===== config.mk =====
export PLATFORM = sky130hd
export DESIGN_NAME = spi_controller
export DESIGN_NICKNAME = d
export VERILOG_FILES = /design/src/rtl/spi_pkg.sv /design/src/rtl/spi_clk_div.sv /design/src/rtl/spi_controller.sv
export SDC_FILE = /design/constraint.sdc
export NUM_CORES = 1
export LEC_CHECK = 0
export CORE_MARGIN = 5
export CORE_UTILIZATION = 35
export DETAILED_ROUTE_END_ITERATION = 6
export HOLD_SLACK_MARGIN = 0.12
export PLACE_DENSITY = 0.56
export SETUP_SLACK_MARGIN = 0.15
export SYNTH_ARGS = -nofsm -noshare
export SYNTH_HDL_FRONTEND = slang
export SYNTH_SLANG_ARGS = --single-unit

===== constraint.sdc =====
create_clock -name clk -period 1.7 [get_ports clk]
set_input_delay 0.255 -clock clk [delete_from_list [all_inputs] [get_ports clk]]
set_output_delay 0.255 -clock clk [all_outputs]
set_load 0.01 [all_outputs]

===== src/rtl/spi_pkg.sv =====
// rtl/spi_pkg.sv - shared widths, frame constants and FSM encoding for spi_controller
package spi_pkg;

  localparam int ASZ_DEF    = 7;
  localparam int DSZ_DEF    = 32;
  localparam int DIV_DEF    = 4;
  localparam int CS_GAP_DEF = 8;

  localparam int FRAME_LEN  = 1 + ASZ_DEF + DSZ_DEF;
  // first rising edge whose CIPO sample is real read data
  localparam int RX_FIRST   = ASZ_DEF + 2;

  typedef enum logic [2:0] {
    IDLE  = 3'd0,
    SETUP = 3'd1,
    HIGH  = 3'd2,
    LOW   = 3'd3,
    GAP   = 3'd4
  } state_t;

endpackage


===== src/rtl/spi_clk_div.sv =====
// rtl/spi_clk_div.sv - half-period tick generator, one tick every DIV clk cycles
module spi_clk_div
  import spi_pkg::*;
#(
  parameter int DIV = DIV_DEF
) (
  input  logic clk,
  input  logic reset_n,
  input  logic restart,
  output logic tick
);

  localparam int CW = (DIV > 1) ? $clog2(DIV) : 1;
  localparam logic [CW-1:0] LAST = CW'(DIV - 1);

  logic [CW-1:0] cnt;

  always_ff @(posedge clk or negedge reset_n) begin
    if (!reset_n) begin
      cnt <= '0;
    end else if (restart || tick) begin
      cnt <= '0;
    end else begin
      cnt <= cnt + 1'b1;
    end
  end

  assign tick = (cnt == LAST);

endmodule


===== src/rtl/spi_controller.sv =====
// rtl/spi_controller.sv - CPOL0/CPHA0 SPI initiator for {rw, addr, data} frames
// Optional inter-frame chip-select gap: SPI_CTRL_CS_GAP_EN.
module spi_controller
  import spi_pkg::*;
#(
  parameter int ASZ = ASZ_DEF,
  parameter int DSZ = DSZ_DEF,
  parameter int DIV = DIV_DEF
`ifdef SPI_CTRL_CS_GAP_EN
  , parameter int CS_GAP = CS_GAP_DEF
`endif
) (
  input  logic           clk,
  input  logic           reset_n,
  input  logic           start,
  input  logic           rw,
  input  logic [ASZ-1:0] addr,
  input  logic [DSZ-1:0] wdat,
  output logic           busy,
  output logic           done,
  output logic [DSZ-1:0] rdat,
  output logic           spi_clk,
  output logic           spi_cs,
  output logic           spi_copi,
  input  logic           spi_cipo
);

  localparam int FLEN = 1 + ASZ + DSZ;
  localparam int NW   = $clog2(FLEN + 1);
  localparam logic [NW-1:0] N_LAST = NW'(FLEN);

`ifdef SPI_CTRL_CS_GAP_EN
  // GAP lasts CS_GAP-1 cycles so a start issued as soon as busy drops sees CS_GAP high cycles
  localparam int GW = (CS_GAP > 2) ? $clog2(CS_GAP) : 1;
  localparam logic [GW-1:0] G_LAST = GW'(CS_GAP - 2);
  localparam state_t END_STATE = GAP;
  localparam logic BUSY_HOLD = 1'b1;
  logic [GW-1:0] gcnt;
  logic          gap_exit;
`else
  localparam state_t END_STATE = IDLE;
  localparam logic BUSY_HOLD = 1'b0;
`endif

  state_t         state, state_nx;
  logic [FLEN-1:0] tx_sh;
  logic [DSZ-1:0]  rx_sh;
  logic [NW-1:0]   n;
  logic            rw_q;
  logic            tick;
  logic            accept, to_high, to_low, finish;

  spi_clk_div #(.DIV(DIV)) u_clk_div (
    .clk     (clk),
    .reset_n (reset_n),
    .restart (state == IDLE),
    .tick    (tick)
  );

  always_ff @(posedge clk or negedge reset_n) begin
    if (!reset_n) state <= IDLE;
    else          state <= state_nx;
  end

  always_comb begin
    state_nx = state;
    accept   = 1'b0;
    to_high  = 1'b0;
    to_low   = 1'b0;
    finish   = 1'b0;
`ifdef SPI_CTRL_CS_GAP_EN
    gap_exit = 1'b0;
`endif
    unique case (state)
      IDLE:  if (start) begin accept = 1'b1; state_nx = SETUP; end
      SETUP: if (tick)  begin to_high = 1'b1; state_nx = HIGH; end
      HIGH:  if (tick)  begin to_low = 1'b1;  state_nx = LOW;  end
      LOW: begin
        if (tick) begin
          if (n != N_LAST) begin
            to_high  = 1'b1;
            state_nx = HIGH;
          end else begin
            finish   = 1'b1;
            state_nx = END_STATE;
          end
        end
      end
`ifdef SPI_CTRL_CS_GAP_EN
      GAP: if (gcnt == G_LAST) begin gap_exit = 1'b1; state_nx = IDLE; end
`endif
      default: state_nx = IDLE;
    endcase
  end

  // CIPO is captured on the same edge that raises spi_clk; COPI advances on the falling one
  always_ff @(posedge clk or negedge reset_n) begin
    if (!reset_n) begin
      spi_clk  <= 1'b0;
      spi_cs   <= 1'b1;
      spi_copi <= 1'b0;
      busy     <= 1'b0;
      done     <= 1'b0;
      rdat     <= '0;
      tx_sh    <= '0;
      rx_sh    <= '0;
      n        <= '0;
      rw_q     <= 1'b0;
    end else begin
      done <= finish;
      if (accept) begin
        tx_sh    <= {rw, addr, wdat};
        rw_q     <= rw;
        n        <= '0;
        spi_cs   <= 1'b0;
        spi_copi <= rw;
        busy     <= 1'b1;
      end
      if (to_high) begin
        spi_clk <= 1'b1;
        rx_sh   <= {rx_sh[DSZ-2:0], spi_cipo};
        n       <= n + 1'b1;
      end
      if (to_low) begin
        spi_clk  <= 1'b0;
        spi_copi <= tx_sh[FLEN-2];
        tx_sh    <= {tx_sh[FLEN-2:0], 1'b0};
      end
      if (finish) begin
        spi_cs <= 1'b1;
        busy   <= BUSY_HOLD;
        if (rw_q) rdat <= rx_sh;
      end
`ifdef SPI_CTRL_CS_GAP_EN
      if (gap_exit) busy <= 1'b0;
`endif
    end
  end

`ifdef SPI_CTRL_CS_GAP_EN
  always_ff @(posedge clk or negedge reset_n) begin
    if (!reset_n)           gcnt <= '0;
    else if (state == GAP)  gcnt <= gcnt + 1'b1;
    else                    gcnt <= '0;
  end
`endif

endmodule


* After elaboration in Yosys (flattened, before gate mapping)
Index checks and enable logic that the tools add are counted.
Word-level totals: register bits 120, output and inout bits 37, word-level logic and storage cells 60
Operators by class: $add $sub $neg 2, equality and inequality tests 9, multiplexer cells 29, reductions and logical operators 8
Operator list (count):
- 39-bit two-way mux | 2
- 1-bit two-way mux | 17
- 3-bit two-way mux | 4
- 6-bit two-way mux | 2
- 3-bit one-hot mux with 4 select lines | 1
- 2-bit nonzero test | 4
- 6-bit by 1-bit adder with 6-bit output, second input constant | 1
- 3-bit by 2-bit == test with 1-bit output, second input constant | 2
- 2-bit by 1-bit inequality test with 1-bit output, second input constant | 3
- 6-bit inequality test, second input constant | 1
- 2-bit two-way mux | 2
- 4-bit AND reduction | 1
- 3-bit by 1-bit == test with 1-bit output, second input constant | 1
- 3-bit logical NOT | 1
- 2-bit by 1-bit adder with 2-bit output, second input constant | 1
- 2-bit == test, second input constant | 1
- 2-bit inequality test, second input constant | 1
- 1-bit one-hot mux with 2 select lines | 1
- 2-bit AND reduction | 1
- 1-bit logical OR | 1

* Logic depth before layout (Yosys ltp)
word-level depth 6, mapped depth 7, depth with buffers taken out 5

* Cells and area by module
From an unflattened synthesis, not the netlist that was laid out.
Unflattened totals: cell total of the unflattened synthesis 417, area total of the unflattened synthesis 5014.8 µm²
By module, submodules not included:
- spi_controller | times used 1, cells an instance 412, area an instance 4929.7 µm², seq. area each 2929.1 µm²
- spi_clk_div | times used 1, cells an instance 5, area an instance 85.1 µm², seq. area each 50.0 µm²

* Worst setup path after synthesis
OpenSTA, ideal clock, no wires.
path kind reg2reg, start register n[0], end register rx_sh[10], setup time 0.125 ns, arrival time 1.538 ns, data required time 1.575 ns, path slack 0.036 ns, cell stages (with the launch flop) 8, cell sequence dfrtp_1 -> inv_1 -> ha_1 -> and4bb_4 -> a21o_1 -> buf_6 -> buf_12 -> mux2_4
On the way: longest elaborated chain between the ends 4
Ends and longest elaborated chain:
- from (decl) | line spi_controller.sv:48 | logic [NW-1:0] n;
- from (signal assigned) | line spi_controller.sv:122 | n <= n + 1'b1;
- 6-bit inequality test | line spi_controller.sv:80 | if (n != N_LAST) begin
- 1-bit two-way mux | line spi_controller.sv:80
- 1-bit two-way mux | line spi_controller.sv:79 | if (tick) begin
- 1-bit one-hot mux with 2 select lines | line spi_controller.sv:74 | unique case (state)
- to (signal assigned) | line spi_controller.sv:121 | rx_sh <= {rx_sh[DSZ-2:0], spi_cipo};
- to (decl) | line spi_controller.sv:47 | logic [DSZ-1:0] rx_sh;
No other way between the ends. A chain may end at the register's enable or synchronous reset.

* Final worst setup path
start register n[0], end register rx_sh[23]
Same word-level chain as after synthesis.

==> load_flow_metrics.sql <==
INSERT INTO impl_metrics (metric_group, metric, value, unit) VALUES
('timing', 'finalCritPeriodShare', '0.970', ''),
('global_routing', 'global_route.usage.total', '0.131', ''),
('drt', 'vias_per_cell', '4.77', ''),
('global_routing', 'gr-usage-met3', '0.0340', ''),
('clock_tree', 'clk_path_buf_depth', '2', ''),
('timing', 'hold-worst-slack', '0.272', 'ns'),
('cells_and_area', 'area_delta_synth_final', '36.4', '%'),
('timing', 'finalSetupViolCount', '0', ''),
('critical_path', 'worst_path_dominant_cell_family', 'flip-flops', ''),
('timing', 'final.setup_skew', '0.00652', 'ns'),
('timing', 'fin_crit', '1.65', 'ns'),
('clock_tree', 'clockRootBuffer', 'clkbuf_16', ''),
('synth', 'total_standard_cell_area_after_synthesis', '5040', 'µm²'),
('placed_design', 'port-buffer-count', '80', ''),
('drt', 'drt_first_pass_iters', '4', ''),
('timing', 'rsz0062_at_grt', 'yes', ''),
('global_routing', 'grt_pass1_wl', '17.3', 'mm'),
('die', 'placementRows', '43', ''),
('synth', 'synth.net_count', '462', ''),
('critical_path', 'timing.critical_path.arrival', '1.94', 'ns'),
('cells_and_area', 'fill_cells', '1304', ''),
('timing', 'final_hold_vios', '0', ''),
('die', 'die_h', '130', 'µm'),
('run', 'drv_cap', '0', ''),
('global_routing', 'global_route.peak_usage_layer', 'met2', ''),
('cells_and_area', 'drive_above_1_share', '0.258', ''),
('clock_tree', 'tritoncts_clock_tree', 'yes', ''),
('critical_path', 'critical_path.slowest_cell', 'dfrtp_1', ''),
('synth', 'synth.lib_cells_used.distinct', '35', ''),
('timing', 'pin_slew_with_the_least_headroom_to_its_limit', '0.304', 'ns'),
('power_and_ir_drop', 'power.leakage', '3.45', 'nW'),
('die', 'die_area', '16900', 'µm²'),
('drt', 'drc_errors', '0', ''),
('critical_path', 'crit_required', '1.99', 'ns'),
('synth', 'synth_largest_type_area_fraction', '0.586', ''),
('clock_tree', 'ctsHtreeMaxLevel', '4', ''),
('cells_and_area', 'num_antenna_cells', '0', ''),
('drt', 'drt-initial-drc-count', '168', ''),
('synth', 'flip_flop_and_latch_count_after_synthesis', '119', ''),
('power_and_ir_drop', 'irDropWorstVdd', '0.000594', 'V'),
('synth', 'synthesis.yosys.warnings', '0', ''),
('synth', 'synth_area_leader_cell', 'dfrtp_1', ''),
('timing', 'worst_slew_margin_rel', '0.797', ''),
('synth', 'post_synth_inst_count', '415', ''),
('synth', 'postSynthAreaPerCell', '12.1', 'µm²'),
('power_and_ir_drop', 'report.power.total', '0.00666', 'W'),
('drt', 'detail_route.wirelength', '10.4', 'mm'),
('critical_path', 'critPathCaptureType', 'register', ''),
('worst_hold_path', 'hp-class', 'in -> async', ''),
('outcome', 'run_status', 'complete, no violations', ''),
('die', 'top_level_ports', '81', ''),
('synth', 'yosys-top-cells-area', 'dfrtp_1 (59%), mux2_4 (8.6%), mux2_2 (8.0%)', ''),
('cells_and_area', 'layout.cells.most_common', 'dfrtp_1', ''),
('timing', 'finalSetupTns', '0', 'ns'),
('global_routing', 'maximum_number_of_pins_on_one_net_before_global_route_repair', '58', ''),
('clock_tree', 'clk_pin_slew', '0.05', 'ns'),
('synth', 'synth-seq-area-share', '0.591', ''),
('global_routing', 'grt_overflow_total', '0', ''),
('global_routing', 'first_global_vias', '3530', ''),
('power_and_ir_drop', 'powerDensity', '970', 'nW/µm²'),
('critical_path', 'timing_worst_setup_path_type', 'reg -> reg', ''),
('clock_tree', 'cts.sinks', '119', ''),
('critical_path', 'crit_path_max_fanout', '14', ''),
('drt', 'detailroute.via_count', '3404', ''),
('placed_design', 'place.detailed.hpwl', '6.80', 'mm'),
('clock_tree', 'cts_made_buffers', '17', ''),
('drt', 'route.detailed.wl_per_inst', '14.5', 'µm'),
('global_routing', 'met2_track_demand_over_resource', '0.208', ''),
('die', 'horizontal_extent_of_the_die', '130', 'µm'),
('critical_path', 'max_stage_delay', '0.38', 'ns'),
('timing', 'timing.final.max_slew_violations', '0', '');
## worst paths after layout
| check | from | cells past startpoint | slack, ns | to |
|---|---|---|---|---|
| max | n[0] | 6 | 0.05 | rx_sh[23] |
| min | reset_n | 2 | 0.27 | tx_sh[12] |
| max reg2reg | n[0] | 6 | 0.05 | rx_sh[23] |
| min reg2reg | u_clk_div.cnt[0] | 1 | 0.45 | u_clk_div.cnt[0] |
| max in group asynchronous | reset_n | 3 | 0.87 | rdat[22] |
| min in group clk | wdat[18] | 3 | 0.40 | tx_sh[18] |
## synthesized netlist by cell type (all sizes together)
cell type,count
a21o,2
a21oi,2
a31oi,38
and2,2
and3b,1
and4bb,1
buf,20
clkbuf,7
dfrtp,118
dfstp,1
ha,3
inv,3
mux2,65
mux2i,2
nand2,89
nand2b,2
nand3,5
nand3b,1
nand4,3
nor2,40
nor3,1
nor3b,2
o211ai,2
o21a,1
o2bb2ai,1
o31ai,2
or3b,1
## sequential cells by signal, summed over array words and instances (netlist names)
signal,cells
spi_copi,1
rx_sh,32
rdat,32
rw_q,1
n,6
spi_clk,1
u_clk_div.cnt,2
spi_cs,1
busy,1
done,1
tx_sh,39
state,2
## timing repair
item | in CTS | in global routing
cloned | 0 | 2
endpoints found under the hold margin | 119 | 0
hold buffers | 1 | 0
pin swaps | 1 | 3
setup buffers | 1 | 6
endpoints found under the setup margin | 129 | 102
resized for setup | 43 | 18
## power by group
part	leakage, nW	internal, W	switching [W]	total [W]
Clock	0.290	0.00241	0.00121	0.00362
Combinational	1.72	0.000110	0.0000758	0.000186
Sequential	1.44	0.00285	0.0000102	0.00286
## worst reg2reg max path, delay by kind of cell, from the launching register on
kind | cells | cell delay [ns]
AOI/OAI and AO/OA | 1 | 0.20
adders and majority gates | 1 | 0.14
buffers and inverters | 2 | 0.24
DFF | 1 | 0.38
muxes | 1 | 0.31
and+or+nand+nor | 1 | 0.27
## through the flow
| step | setup slack, ns | instances | util | instance area [µm²] |
|---|---|---|---|---|
| finish | 0.0510 | 714 | 0.491 | 6870 |
| global route | -0.0120 | 714 | 0.491 | 6870 |
| CTS | 0.0452 | 706 | 0.480 | 6720 |
| detailed placement | -0.0408 | 672 | 0.438 | 6120 |
| global placement | -0.00753 | 672 | 0.438 | 6120 |
| floorplan | 0.0364 | 415 | - | 5040 |
## cell families after synthesis
kind of cell             share of synthesized area
AO/OA/AOI/OAI                               0.0613
buffers and inverters                       0.0427
AND/OR/NAND/NOR                              0.126
multiplexers                                 0.171
adder cells (fa/ha/maj)                    0.00745
flip-flops                                   0.591
## cell type report
class,instances,area (µm²),share of cell area
Sequential cell,119,2980,0.434
Multi-Input combinational cell,266,1890,0.275
Timing Repair Buffer,114,1170,0.170
Clock buffer,24,482,0.0701
Tap cell,180,225,0.0328
Clock inverter,8,120,0.0175
Inverter,3,11.3,0.00164
## routing by layer
layer	share of wire	wire length (µm)
met1	0.45	4690
met2	0.49	5120
met3	0.035	362
met4	0.019	201
met5	0	0
(Power assumes the default switching activity.)
